--- src/rtl/cnn_pkg.sv ---
// Shared definitions for the 8x8 binary CNN front end: image geometry,
// pixel-index width and the frame loader state encoding.
package cnn_pkg;

    localparam int IMG_DIM   = 8;
    localparam int FRAME_PIX = IMG_DIM * IMG_DIM;
    localparam int PIX_IDX_W = $clog2(FRAME_PIX);

    typedef enum logic [1:0] {
        ST_FILL   = 2'd0,
        ST_LAUNCH = 2'd1,
        ST_WAIT   = 2'd2
    } loader_state_t;

    // True when the index addresses the final pixel of a frame.
    function automatic logic is_last_pix(input logic [PIX_IDX_W-1:0] idx);
        return idx == PIX_IDX_W'(FRAME_PIX - 1);
    endfunction

endpackage

--- src/rtl/frame_buffer_bank.sv ---
// Fill-buffer storage for the frame loader with bit-indexed writes.
// With IMAGE_FRAME_LOADER_PINGPONG_EN defined it holds two banks, a select
// pointer and a completion flag so a shadow frame can fill while the
// classifier is busy; otherwise it is a single 64-bit buffer.
module frame_buffer_bank
    import cnn_pkg::*;
(
    input  logic                 clk,
    input  logic                 rst_n,
    input  logic                 wr_en,
    input  logic [PIX_IDX_W-1:0] wr_idx,
    input  logic                 wr_bit,
`ifdef IMAGE_FRAME_LOADER_PINGPONG_EN
    input  logic                 swap,
    output logic                 complete,
`endif
    output logic [FRAME_PIX-1:0] rd_data
);

`ifdef IMAGE_FRAME_LOADER_PINGPONG_EN
    logic [1:0][FRAME_PIX-1:0] bank;
    logic                      sel;

    // Write the selected bank; a swap hands the filled bank to the launcher
    // and restarts completion tracking on the other bank.
    always_ff @(posedge clk) begin
        if (!rst_n) begin
            bank     <= '0;
            sel      <= 1'b0;
            complete <= 1'b0;
        end else begin
            if (wr_en) begin
                bank[sel][wr_idx] <= wr_bit;
            end
            if (swap) begin
                sel      <= ~sel;
                complete <= 1'b0;
            end else if (wr_en && is_last_pix(wr_idx)) begin
                complete <= 1'b1;
            end
        end
    end

    assign rd_data = bank[sel];
`else
    logic [FRAME_PIX-1:0] bank;

    // Single buffer: each accepted pixel lands at its raster bit position.
    always_ff @(posedge clk) begin
        if (!rst_n) begin
            bank <= '0;
        end else if (wr_en) begin
            bank[wr_idx] <= wr_bit;
        end
    end

    assign rd_data = bank;
`endif

endmodule

--- src/rtl/image_frame_loader.sv ---
// Raster pixel loader for the 8x8 binary CNN classifier. Binarizes each
// accepted pixel, assembles a 64-bit frame, pulses cnn_start with the frame
// on image_out and holds it until a fresh rising edge of cnn_done.
// Optional ping-pong buffering: IMAGE_FRAME_LOADER_PINGPONG_EN.
module image_frame_loader
    import cnn_pkg::*;
#(
    parameter int PIX_W  = 8,
    parameter int THRESH = 128
) (
    input  logic                 clk,
    input  logic                 rst_n,
    input  logic [PIX_W-1:0]     pix_data,
    input  logic                 pix_valid,
    input  logic                 pix_sof,
    output logic                 pix_ready,
    output logic [FRAME_PIX-1:0] image_out,
    output logic                 cnn_start,
    input  logic                 cnn_done,
    output logic                 frame_err,
    output logic [15:0]          frame_cnt
);

    loader_state_t        state;
    logic [PIX_IDX_W-1:0] pix_cnt;
    logic                 done_q;

    logic                 xfer;
    logic                 pix_bit;
    logic                 miss_err;
    logic                 sof_err;
    logic                 wr_en;
    logic [PIX_IDX_W-1:0] wr_idx;
    logic                 last_pix;
    logic                 done_rise;
    logic                 launch_now;
    logic [FRAME_PIX-1:0] buf_data;
    logic [FRAME_PIX-1:0] launch_frame;
`ifdef IMAGE_FRAME_LOADER_PINGPONG_EN
    logic                 bank_complete;
`endif

    frame_buffer_bank u_bank (
        .clk      (clk),
        .rst_n    (rst_n),
        .wr_en    (wr_en),
        .wr_idx   (wr_idx),
        .wr_bit   (pix_bit),
`ifdef IMAGE_FRAME_LOADER_PINGPONG_EN
        .swap     (launch_now),
        .complete (bank_complete),
`endif
        .rd_data  (buf_data)
    );

    // Transfer decode, binarization, framing checks and launch decision.
    always_comb begin
        xfer      = pix_valid & pix_ready;
        pix_bit   = pix_data >= PIX_W'(THRESH);
        miss_err  = xfer && (pix_cnt == '0) && !pix_sof;
        sof_err   = xfer && (pix_cnt != '0) && pix_sof;
        wr_en     = xfer && !miss_err;
        wr_idx    = pix_sof ? '0 : pix_cnt;
        last_pix  = wr_en && is_last_pix(wr_idx);
        done_rise = cnn_done && !done_q;
        launch_frame = buf_data;
        if (wr_en) begin
            launch_frame[wr_idx] = pix_bit;
        end
`ifdef IMAGE_FRAME_LOADER_PINGPONG_EN
        launch_now = ((state == ST_FILL) && last_pix) ||
                     ((state == ST_WAIT) && done_rise && (bank_complete || last_pix));
`else
        launch_now = (state == ST_FILL) && last_pix;
`endif
    end

    // Loader FSM with registered handshake, start pulse, error pulse and frame output.
    always_ff @(posedge clk) begin
        if (!rst_n) begin
            state     <= ST_FILL;
            pix_cnt   <= '0;
            done_q    <= 1'b0;
            pix_ready <= 1'b0;
            cnn_start <= 1'b0;
            frame_err <= 1'b0;
            frame_cnt <= '0;
            image_out <= '0;
        end else begin
            done_q    <= cnn_done;
            cnn_start <= 1'b0;
            frame_err <= miss_err | sof_err;
            if (wr_en) begin
                pix_cnt <= last_pix ? '0 : wr_idx + PIX_IDX_W'(1);
            end
            if (launch_now) begin
                state     <= ST_LAUNCH;
                pix_ready <= 1'b0;
                cnn_start <= 1'b1;
                image_out <= launch_frame;
                frame_cnt <= frame_cnt + 16'd1;
            end else begin
                case (state)
                    ST_FILL: begin
                        pix_ready <= 1'b1;
                    end
                    ST_LAUNCH: begin
                        state <= ST_WAIT;
`ifdef IMAGE_FRAME_LOADER_PINGPONG_EN
                        pix_ready <= 1'b1;
`else
                        pix_ready <= 1'b0;
`endif
                    end
                    ST_WAIT: begin
                        if (done_rise) begin
                            state     <= ST_FILL;
                            pix_ready <= 1'b1;
                        end else begin
`ifdef IMAGE_FRAME_LOADER_PINGPONG_EN
                            pix_ready <= !(bank_complete || last_pix);
`else
                            pix_ready <= 1'b0;
`endif
                        end
                    end
                    default: begin
                        state     <= ST_FILL;
                        pix_ready <= 1'b1;
                    end
                endcase
            end
        end
    end

endmodule
--- config.mk ---
export PLATFORM = sky130hd
export DESIGN_NAME = image_frame_loader
export DESIGN_NICKNAME = d
export VERILOG_FILES = /design/src/rtl/cnn_pkg.sv /design/src/rtl/frame_buffer_bank.sv /design/src/rtl/image_frame_loader.sv
export SDC_FILE = /design/constraint.sdc
export NUM_CORES = 1
export LEC_CHECK = 0
export BUFFER_PORTS_ARGS = -buffer_cell sky130_fd_sc_hd__buf_4
export CAP_MARGIN = 15
export CORE_MARGIN = 2
export CORE_UTILIZATION = 50
export DETAILED_ROUTE_END_ITERATION = 10
export PLACE_DENSITY = 0.72
export SLEW_MARGIN = 10
export SYNTH_ARGS = -nofsm -noshare
export SYNTH_HDL_FRONTEND = slang
export SYNTH_SLANG_ARGS = --single-unit
--- constraint.sdc ---
create_clock -name clk -period 3 [get_ports clk]
set_clock_uncertainty 0.1 [all_clocks]
set_input_delay 0.3 -clock clk [delete_from_list [all_inputs] [get_ports clk]]
set_output_delay 0.3 -clock clk [all_outputs]
set_load 0.02 [all_outputs]
== Word-level counts from Yosys, hierarchy flattened ==
Cells that the tools add are included.

* Flip-flop bits (word level): 156
* Logic and storage cells: 55
* Input port bits: 13

* Reduce and logical (&&, ||, !) cells: 18
* Eq/ne operators: 6
* Add/sub/neg operators: 2
* $lt $le $gt $ge: 3
* Bitwise gates (word level): 4
* Muxes and demuxes: 12

{| class="wikitable"
|+ Operators by type and width
! operator !! number
|-
| $bwmux W64 || 1
|-
| $mux W64 || 1
|-
| $add A16 B1 Y16 const B || 1
|-
| $mux W6 || 2
|-
| $logic_and A1 B1 Y1 || 9
|-
| $ge A8 B8 Y1 const B || 1
|-
| $lt A6 B7 Y1 const B || 1
|-
| $add A6 B1 Y6 const B || 1
|-
| $demux W1 S6 || 1
|-
| $eq A6 B6 Y1 const B || 1
|-
| $ge A6 B1 Y1 const B || 1
|-
| $logic_not A6 Y1 || 1
|-
| $pmux W2 S3 || 1
|-
| $reduce_bool A6 Y1 || 1
|-
| $mux W1 || 4
|-
| $ne A2 B2 Y1 const B || 2
|-
| $reduce_and A2 Y1 || 2
|-
| $logic_not A1 Y1 || 3
|-
| $ne A3 B3 Y1 const B || 1
|-
| $eq A2 B1 Y1 const B || 1
|-
| $eq A2 B2 Y1 const B || 1
|-
| $logic_not A2 Y1 || 1
|-
| $mux W2 || 1
|-
| $not A1 Y1 || 2
|-
| other kinds (4) || 4
|}

== Longest topological paths before layout ==
Gate-level depths: netlist of run 1.

* Depth in word-level cells: 9
* Gate-level depth with buffers: 10
* Mapped depth without buffers: 8

== Hierarchy ==
Synthesis of run 1 repeated with hierarchy kept, for this count alone.

* Cell total of the unflattened synthesis: 809
* Area, all modules: 7151.9 um^2

{| class="wikitable"
|+ By module, submodules not included
! module !! cells an instance !! instances !! area each (um^2) !! sequential area each (um^2)
|-
| image_frame_loader || 507 || 1 || 4404.2 || 1841.8
|-
| frame_buffer_bank || 302 || 1 || 2747.6 || 1281.2
|}

== Worst setup path before layout of run 1 ==
Ideal clock, no wire load.

* Path type: reg2reg
* Start point: register pix_cnt[0]
* End point: register frame_cnt[13]
* Setup slack: 0.228 ns
* Arrival time: 2.601 ns
* Stages on the path, launching flop included: 11
* Cell sequence: dfxtp_1 clkbuf_1 clkbuf_1 inv_1 nor2_1 ha_1 nand4_1 or4_4 buf_6 or4_1 a21oi_1

* Cells in the longest elaborated chain, start to end: 7
* Elaborated cells between the ends (all ways): 9
* Classes of those cells: eq/ne: 1; mux: 1; reduce/logical: 7

{| class="wikitable"
|+ RTL lines
! element !! line !! RTL
|-
| start: declaration || image_frame_loader.sv:25 || <nowiki>logic [PIX_IDX_W-1:0] pix_cnt;</nowiki>
|-
| start signal: assignment || image_frame_loader.sv:94 || <nowiki>pix_cnt <= last_pix ? '0 : wr_idx + PIX_IDX_W'(1);</nowiki>
|-
| $logic_not A6 Y1 || image_frame_loader.sv:60 || <nowiki>miss_err = xfer && (pix_cnt == '0) && !pix_sof;</nowiki>
|-
| $logic_and A1 B1 Y1 (2 in series) || image_frame_loader.sv:60 ||
|-
| $logic_not A1 Y1 || image_frame_loader.sv:62 || <nowiki>wr_en = xfer && !miss_err;</nowiki>
|-
| $logic_and A1 B1 Y1 || image_frame_loader.sv:62 ||
|-
| $logic_and A1 B1 Y1 * || image_frame_loader.sv:64 || <nowiki>last_pix = wr_en && is_last_pix(wr_idx);</nowiki>
|-
| $logic_and A1 B1 Y1 * || image_frame_loader.sv:74 || <nowiki>launch_now = (state == ST_FILL) && last_pix;</nowiki>
|-
| end signal: assignment || image_frame_loader.sv:101 || <nowiki>frame_cnt <= frame_cnt + 16'd1;</nowiki>
|-
| end: declaration || image_frame_loader.sv:21 || <nowiki>output logic [15:0] frame_cnt</nowiki>
|}

Mark *: on every way between the ends. The rest lies on a longest branch, timed or not.
A chain may end at the register's enable or synchronous reset.

== Final worst setup path of run 1 ==
* Start point: register pix_cnt[0]
* End point: register image_out[45]

* Cells in the longest elaborated chain, start to end: 7
* Elaborated cells between the ends (all ways): 16
* Classes of those cells: order compare: 2; eq/ne: 1; mux: 5; reduce/logical: 8

{| class="wikitable"
|+ RTL lines
! element !! line !! RTL
|-
| $mux W6 or $logic_not A6 Y1 (tied branches) || image_frame_loader.sv:63, image_frame_loader.sv:60 ||
|-
| $lt A6 B7 Y1 (implied by the code), or another cell as far along || image_frame_loader.sv:68 || <nowiki>launch_frame[wr_idx] = pix_bit;</nowiki>
|-
| $logic_and A1 B1 Y1 (on tied branches) || image_frame_loader.sv:68, image_frame_loader.sv:60 ||
|-
| $mux W1 (implied by the code) or $logic_not A1 Y1 (tied branches) || image_frame_loader.sv:68, image_frame_loader.sv:62 ||
|-
| $demux W1 S6 or $logic_and A1 B1 Y1 (tied branches) || n/a ||
|-
| $bwmux W64 or $logic_and A1 B1 Y1 (tied branches) || image_frame_loader.sv:68, image_frame_loader.sv:64 ||
|-
| $mux W64 or $logic_and A1 B1 Y1 (tied branches) || image_frame_loader.sv:67, image_frame_loader.sv:74 ||
|-
| end signal: assignment || image_frame_loader.sv:100 || <nowiki>image_out <= launch_frame;</nowiki>
|-
| end: declaration || image_frame_loader.sv:17 || <nowiki>output logic [FRAME_PIX-1:0] image_out,</nowiki>
|}

Parallel ways exist; a longest one is shown, timed or not.

==> results of run 1 <==
power by group through the flow:
| stage | clock [mW] | combinational, mW | sequential [mW] |
|---|---|---|---|
| after global placement | 0 | 0.100 | 2.12 |
| after detailed placement | 0 | 0.103 | 2.12 |
| final | 2.22 | 0.104 | 2.08 |
| after floorplan | 0 | 0.0698 | 2.12 |
| after global routing | 2.34 | 0.114 | 2.08 |
| after CTS | 2.25 | 0.104 | 2.08 |
worst max path at each step:
stage / start / slack, ns / cells past startpoint / endpoint
global route: pix_cnt[1]$_SDFFE_PN0N_ / 0.40 / 6 / frame_cnt[15]$_SDFFE_PN0P_
floorplan: pix_cnt[0]$_SDFFE_PN0N_ / 0.23 / 10 / frame_cnt[13]$_SDFFE_PN0P_
CTS: pix_cnt[1]$_SDFFE_PN0N_ / 0.56 / 7 / image_out[45]$_SDFFE_PN0P_
finish: pix_cnt[0]$_SDFFE_PN0N_ / 0.56 / 8 / image_out[45]$_SDFFE_PN0P_
detailed placement: pix_sof / 0.37 / 8 / image_out[45]$_SDFFE_PN0P_
global placement: pix_sof / 0.44 / 8 / image_out[61]$_SDFFE_PN0P_
final cells by class:
cell class                      count  area, um2
Timing Repair Buffer               98        748
Clock inverter                     14        185
Multi-Input combinational cell    402       2740
Clock buffer                       18        429
Tap cell                          147        184
Inverter                            7       26.3
Fill cell                         974       4530
Sequential cell                   156       3120
synthesized netlist by cell type (6+ instances only):
library cell / number / area [um2]
dfxtp_1: 156 / 3120
a22o_1: 55 / 482
clkbuf_1: 46 / 173
nor2_1: 46 / 173
mux2i_1: 36 / 360
o21ai_0: 34 / 170
o31ai_1: 29 / 218
and2_1: 27 / 169
nor3_1: 27 / 135
a21oi_1: 22 / 110
nand2_1: 17 / 63.8
nand3_1: 14 / 70.1
or4_1: 12 / 90.1
o2bb2ai_1: 9 / 78.8
buf_2: 7 / 35.0
inv_1: 7 / 26.3
nand4_1: 7 / 43.8
o211ai_1: 7 / 52.6
nand4bb_1: 6 / 67.6
worst max-delay path, cell delays in order, from the launching register on:
cell and delay (ns):
dfxtp_1 0.33, inv_1 0.07, nor2_1 0.11, ha_1 0.30, nand4_1 0.16, nor3_1 0.42
nor2_4 0.22, buf_4 0.30, a22o_1 0.28
layer usage:
metal  vias up  global-route usage  part of all wire
met5         -                   0                 0
met4         0               0.106             0.026
met3        35              0.0519             0.049
met2       152               0.364              0.47
met1      2439               0.302              0.46
li1       2417                   -                 -
kinds of logic after synthesis:
group,share of synthesized area
AOI/OAI and AO/OA,0.203
xor gates and xnor gates,0.00574
adders and majority gates,0.00410
buffers and inverters,0.0414
DFF,0.512
muxes,0.0591
and+or+nand+nor,0.175
sequential cells by signal (all words and copies together) (netlist names):
register / flops
cnn_start: 1
pix_ready: 1
frame_cnt: 16
state: 2
done_q: 1
u_bank.rd_data: 64
image_out: 64
pix_cnt: 6
frame_err: 1
per-stage QoR:
step	instances	utilization	setup WS [ns]
after floorplan	621	-	0.228
after global placement	810	0.570	0.443
after detailed placement	810	0.570	0.369
after CTS	842	0.622	0.560
after global routing	842	0.622	0.404
final	842	0.622	0.561
==> impl_results.md, run 1 <==
* Flop2flop setup slack at 0.56 ns
* R2r startpoint: pix_cnt[0]$_SDFFE_PN0N_
* Max frequency at 0.410 GHz
* WL final at 14600 um
* Leakage at 2.85 nW
* Pwr Total at 4.40 mW
* Max_slew headroom at 0.477
* Share of cells above drive strength 1 at 0.201
* # rows at 40
* Unrepaired setup endpoints after global routing: no
* Endpoints failing setup at 0
* Post-synthesis average cell area at 9.82 um2
* Finished Cell Area at 7430 um2
* Pwr Density at 592 nW/um2
* Area Overhead vs Synth at 21.9%
* Worst hold margin at 0.0118 ns
* IO Pins at 96
* Most frequent cells in the layout: dfxtp_1 (156), buf_4 (97), a22o_1 (55)
* Most common cell after layout, fill and taps aside: dfxtp_1
* Switch share at 0.222
* IO Port Bufs at 88
* Vias at 5043
* Reg power frac at 0.472
* Starting DRT DRC Count at 367
* DRC Markers at 0
* Syn Nets at 636
* Worst-Margin Slew at 0.774 ns
* Crit Path Max Fanout at 35
* Layout Nets at 697
* Primary FF master, synth: dfxtp_1
* Die area at 13100 um2
* Number of synthesized flops with an enable pin at 0
* RR Endpoint: image_out[45]$_SDFFE_PN0P_
* Placed Area at 6820 um2
* Pre-antenna DRT Iters at 4
* Internal power at 3.42 mW
* H-tree levels at 4
* Final ANT Viol Nets at 0
* Class of the worst hold path: in -> reg
* Final hold viol count at 0
* Post-Syn Instances at 621
* Crit path kind: reg -> reg
* Global-route usage over all layers at 0.231
* Library cells used by synthesis at 46
* Slew Limit Fails at 0
* Startpoint types: register
* Total core area at 12000 um2
* Hold Crit Depth at 3
* Gate power share at 0.024
* Die Width at 114 um
* Status: finished clean
* Initial Util at 0.510
* Clk root buf: clkbuf_16
* CTS max path bufs at 2
* Synth Cell Area at 6100 um2
* Worst EP arrival at 2.65 ns
* Clock slew at reported path FFs at 0.06 ns
* CP Data Required Time at 3.21 ns
* Tcrit/Tclk final at 0.813
* Worst setup EP type: register
* GRT overflow at 0
* Number of CTS-inserted buffers at 17
* Antenna cells at 0
* Crit path time final at 2.44 ns
* Post-detail-place hpwl at 9090 um
* Hold Crit Start: cnn_done
* Vias per cell at 5.99
* Worst-case reg-to-reg path depth at 8
* First-pass GRT wire length at 23800 um
* Worst Hold Endpoint: done_q$_SDFF_PN0_
* Post-CTS setup buffers at 0
* Maximum VDD drop at 0.369 mV
* Initial antenna violation count at 0
* Post-CTS Resized at 0
* Seq cells post-synth at 156
* Synthesis Warnings at 0
* Post-synthesis sequential area ratio at 0.512
* Wire length per cell at 17.3 um
* Hold buffers post-CTS at 0
* Sink Count at 156
* RD Place Congestion at 0.896
* Sw Pwr at 0.977 mW
* Largest net degree at the start of global routing at 65
* Number of global-route vias before repair at 4755
* Insertion delay to the later sink of the worst-skew pair at 0.42 ns
* Max-Cap Viols at 0
* CTS tree: built
* Async S/R FF share, synth at 0
* Setup_tns at 0 ns
* Clock share of power at 0.505
* Die Y at 114 um
Power figures use the tool's default switching activity.
==> run 2, diff against run 1 <==
==> constraint.sdc (replaced) <==
create_clock -name clk -period 2.3 [get_ports clk]
set_clock_uncertainty 0.1 [all_clocks]
set_input_delay 0.23 -clock clk [delete_from_list [all_inputs] [get_ports clk]]
set_output_delay 0.23 -clock clk [all_outputs]
set_load 0.02 [all_outputs]
==> run 2 against run 1 <==
Effect of this change: worst setup slack got worse by 0.51 ns; total power rose by 32%; critical path depth stayed put; largest power group unchanged; worst hold slack improved by 0.11 ns; non-clock buffer count up 27; utilization grew 2.1 points; fmax rose by 8.3%; final area up 3.3%; sequential cell count stayed put; largest cell class unchanged; sequential share of layout area shrank 1.3 points; die area unchanged; sequential power grew 30%.
==> impl_results.md, run 2 (synthesis results as in run 1) <==
* Status: finished clean
* Maximum VDD drop at 0.404 mV
* Clock slew at reported path FFs at 0.06 ns
* Die area at 13100 um2
* Vias at 5085
* Pwr Density at 757 nW/um2
* WL final at 15000 um
* Metal2 WL at 7120 um
* Die Width at 114 um
* Sink Count at 156
* Final ANT Viol Nets at 0
* Largest net degree at the start of global routing at 39
* Die Y at 114 um
* First-pass GRT wire length at 24100 um
* Placed cell count at 831
* Initial Util at 0.510
* Max-Cap Viols at 0
* IO Pins at 96
* Global-route usage over all layers at 0.234
* Most common cell after layout, fill and taps aside: dfxtp_1
* Final hold viol count at 0
* Antenna cells at 0
* Gate power share at 0.026
* Endpoints failing setup at 0
* Wire length per cell at 17.3 um
* Crit path time final at 2.25 ns
* Crit path kind: reg -> reg
* Post-detail-place hpwl at 9770 um
* Routed length on met1 at 6800 um
* Switch share at 0.207
* Unrepaired setup endpoints after global routing: yes
* Max Used Layer: met4
* Worst setup EP type: register
* Setup Slack @ Placement at 0.0584 ns
* Max_slew headroom at 0.552
* Clock share of power at 0.508
* Worst-Margin Slew at 0.671 ns
* CP Data Required Time at 2.55 ns
* GRT overflow at 0
* Slew Limit Fails at 0
* Total core area at 12000 um2
* Leakage at 2.99 nW
* H-tree levels at 4
* Insertion delay to the later sink of the worst-skew pair at 0.42 ns
* Area Overhead vs Synth at 25.9%
* Class of the worst hold path: in -> reg
* Clk root buf: clkbuf_16
* Pre-antenna DRT Iters at 5
* Crit Path Max Fanout at 7
* Crit path setup slack, layout at 0.0477 ns
* Starting DRT DRC Count at 367
* Initial antenna violation count at 0
* Tcrit/Tclk final at 0.979
* Max frequency at 0.444 GHz
* IO Port Bufs at 88
* Most frequent cells in the layout: dfxtp_1 (155), buf_4 (121), a22o_1 (55)
* Number of global-route vias before repair at 4750
* Share of cells above drive strength 1 at 0.237
* Non-Filler Instances at 868
* CTS tree: built
* Routed wl met3 at 828 um
* Reg power frac at 0.466
* # rows at 40
* Internal power at 4.61 mW
* Layout Nets at 724
* Number of CTS-inserted buffers at 17
* Sw Pwr at 1.21 mW
* Vias per cell at 5.86
* Worst EP arrival at 2.50 ns
* DRC Markers at 0
* Startpoint types: register
* Core Util, Final at 0.642
* CTS max path bufs at 2
* RD Place Congestion at 0.857
run 2: power by group through the flow:
stage	clock network [mW]	logic, mW	registers, mW
floorplan	0	0.0982	2.77
global placement	0	0.145	2.77
detailed placement	0	0.150	2.77
CTS	2.98	0.152	2.71
global route	3.11	0.166	2.71
finish	2.96	0.153	2.71
run 2: path summary, 6_finish.rpt:
kind                                      start                    endpoint  slack, ns  cells after the start
setup / recovery        pix_cnt[0]$_SDFFE_PN0N_   frame_cnt[7]$_SDFFE_PN0P_       0.05                      8
hold / removal                            rst_n     pix_cnt[3]$_SDFFE_PN0N_       0.12                      3
setup reg to reg        pix_cnt[0]$_SDFFE_PN0N_   frame_cnt[7]$_SDFFE_PN0P_       0.05                      8
hold reg to reg   u_bank.rd_data[26]$_SDFF_PN0_  image_out[26]$_SDFFE_PN0P_       0.37                      1
run 2: area by class of cell:
type | instances | area, um2
Sequential cell | 156 | 3120
Inverter | 7 | 26.3
Fill cell | 972 | 4280
Timing Repair Buffer | 125 | 970
Clock buffer | 20 | 457
Multi-Input combinational cell | 402 | 2760
Tap cell | 147 | 184
Clock inverter | 11 | 166
run 2: critical path, cell delays in order, from the launching register on:
cell and delay [ns]:
dfxtp_2 0.33, inv_1 0.07, nor2_2 0.12, ha_2 0.19
nand4_1 0.12, or4_4 0.61, buf_6 0.16, or3_1 0.31
a21oi_1 0.15
run 2: stage by stage:
step,hold WS (ns),TNS (ns),cell area (um2),power [mW]
CTS,0.103,0,7630,5.84
finish,0.120,0,7680,5.82
global placement,0.353,0,7000,2.91
detailed placement,0.351,0,7000,2.92
global route,0.118,-0.0905,7680,5.98
floorplan,0.259,-0.0596,6150,2.87
run 2: layer usage:
metal  vias up  GRT usage
met1      2439      0.312
met4         0     0.0886
met2       148      0.365
li1       2475          -
met5         -          0
met3        23     0.0619
run 2: repair_timing:
action	CTS	global route
setup buffers	0	5
endpoints found under the hold margin	1	0
setup endpoints to repair	0	2
resized for setup	0	6
hold buffers	1	0
==> run 3, diff against run 2 <==
--- a/config.mk
+++ b/config.mk
@@ -5,12 +5,11 @@
 export SDC_FILE = /design/constraint.sdc
 export NUM_CORES = 1
 export LEC_CHECK = 0
-export BUFFER_PORTS_ARGS = -buffer_cell sky130_fd_sc_hd__buf_4
 export CAP_MARGIN = 15
 export CORE_MARGIN = 2
 export CORE_UTILIZATION = 50
 export DETAILED_ROUTE_END_ITERATION = 10
-export PLACE_DENSITY = 0.72
+export DONT_BUFFER_PORTS = 1
 export SLEW_MARGIN = 10
 export SYNTH_ARGS = -nofsm -noshare
 export SYNTH_HDL_FRONTEND = slang
==> run 3 against run 2 <==
Effect of this change: global-route usage is 0.47 points lower; die area stayed put; clock power hardly changed; utilization is 5.7 points lower; sequential share of layout area is 4.0 points higher; worst hold slack worse by 0.10 ns; clock-buffer cell count stayed put; largest cell class unchanged.
==> impl_results.md, run 3 (synthesis results as in run 1) <==
* Status: finished clean
* Wire length per cell at 18.4 um
* Clock slew at reported path FFs at 0.06 ns
* Worst-Margin Slew at 0.947 ns
* Initial antenna violation count at 0
* Internal power at 4.58 mW
* Class of the worst hold path: in -> reg
* Largest net degree at the start of global routing at 53
* Top Usage Layer GRT: met2
* Crit Path Max Fanout at 13
* Reg area at 3120 um2
* Post-CTS Resized at 0
* Number of CTS-inserted buffers at 17
* GRT overflow at 0
* Max frequency at 0.455 GHz
* DRC Markers at 0
* RR Endpoint: frame_cnt[15]$_SDFFE_PN0P_
* Vias per cell at 5.99
* Non-Filler Instances at 779
* Hold Crit Start: pix_valid
* Final hold viol count at 0
* Critical Path Sink: frame_cnt[15]$_SDFFE_PN0P_
* Crit path time final at 2.20 ns
* Die area at 13100 um2
* Startpoint types: register
* Reg power frac at 0.469
* IO Pins at 96
* Post-CTS setup buffers at 0
* Initial Util at 0.510
* Multi-input logic area at 2750 um2
* Pre-antenna DRT Iters at 5
* Setup crit start: pix_cnt[1]$_SDFFE_PN0N_
* Post-detail-place hpwl at 9320 um
* M1 GR Usage at 0.303
* Clock share of power at 0.507
* Hold buffers post-CTS at 4
* Sink Count at 156
* Met3 usage at 0.0704
* # rows at 40
* Die Width at 114 um
* Starting DRT DRC Count at 261
* Endpoints failing setup at 0
* Maximum VDD drop at 0.497 mV
* First-pass GRT wire length at 23400 um
* Tcrit/Tclk final at 0.955
* Worst EP arrival at 2.46 ns
* Global-route usage over all layers at 0.230
* Most frequent cells in the layout: dfxtp_1 (156), a22o_1 (55), nor2_1 (44)
* Gate power share at 0.024
* R2r startpoint: pix_cnt[1]$_SDFFE_PN0N_
* Share of cells above drive strength 1 at 0.120
* CTS tree: built
* Flop2flop setup slack at 0.10 ns
* Clk root buf: clkbuf_16
* Number of global-route vias before repair at 4371
* Placed cell count at 744
* Vias at 4667
* WL final at 14400 um
* Final ANT Viol Nets at 0
* Switch share at 0.207
* Pwr Total at 5.78 mW
* Area Overhead vs Synth at 14.7%
* Antenna cells at 0
* Worst-case reg-to-reg path depth at 6
* Worst setup EP type: register
* Total core area at 12000 um2
* Layout Nets at 635
* Crit path kind: reg -> reg
* CTS max path bufs at 2
* IO Port Bufs at 0
* Insertion delay to the later sink of the worst-skew pair at 0.43 ns
* Pwr Density at 825 nW/um2
* Unrepaired setup endpoints after global routing: no
* GR Layer Usage met2 at 0.357
* Max-Cap Viols at 0
* RD Place Congestion at 0.743
* Max_slew headroom at 0.367
* Slew Limit Fails at 0
* CP Data Required Time at 2.56 ns
* Die Y at 114 um
* Most common cell after layout, fill and taps aside: dfxtp_1
* H-tree levels at 4
* Leakage at 2.50 nW
* Sw Pwr at 1.20 mW
* Fill count at 1052
==> run 3: how the worst min path moves through the flow <==
stage | end | slack [ns] | cells after the start
after floorplan | done_q$_SDFF_PN0_ | 0.26 | 2
after global placement | state[1]$_SDFFE_PP0P_ | 0.26 | 1
after detailed placement | state[1]$_SDFFE_PP0P_ | 0.26 | 1
after CTS | frame_err$_SDFF_PN0_ | 0.005 | 2
after global routing | u_bank.rd_data[29]$_SDFF_PN0_ | 0.03 | 3
final | frame_err$_SDFF_PN0_ | 0.02 | 2
==> run 3: final cells by class <==
cell class | count | area share
Timing Repair Buffer | 36 | 0.0433
Clock inverter | 11 | 0.0240
Sequential cell | 156 | 0.446
Tap cell | 147 | 0.0263
Clock buffer | 20 | 0.0638
Multi-Input combinational cell | 402 | 0.393
Inverter | 7 | 0.00375
==> run 3: layer usage <==
layer | routed length [um] | vias to the layer above
met5 | 0 | -
li1 | - | 2300
met1 | 6690 | 2220
met3 | 724 | 22
met2 | 6700 | 125
met4 | 246 | 0
==> run 3: power groups by stage <==
stage | clock network [mW] | registers [mW] | logic, mW
floorplan | 0 | 2.77 | 0.0982
global placement | 0 | 2.77 | 0.109
detailed placement | 0 | 2.77 | 0.111
CTS | 2.98 | 2.71 | 0.139
global route | 3.09 | 2.71 | 0.151
finish | 2.93 | 2.71 | 0.137
==> run 3: worst max-delay path, cell delays in order, from the launching register on <==
cell,delay [ns]
dfxtp_1,0.32
nor2b_1,0.19
ha_2,0.22
nand4_1,0.13
or4_4,0.53
or4_1,0.49
a21oi_1,0.15
==> run 3: per-stage QoR <==
| stage | hold slack (ns) | TNS (ns) | worst slack [ns] | utilization | area [um2] |
|---|---|---|---|---|---|
| 6_report | 0.0170 | 0 | 0.103 | 0.585 | 7000 |
| 5_1_grt | 0.0341 | 0 | 0.00514 | 0.585 | 7000 |
| 4_1_cts | 0.00507 | 0 | 0.112 | 0.585 | 7000 |
| 3_5_place_dp | 0.260 | 0 | 0.138 | 0.530 | 6330 |
| 3_3_place_gp | 0.257 | 0 | 0.165 | 0.530 | 6330 |
| 2_1_floorplan | 0.259 | -0.0596 | -0.0596 | - | 6150 |
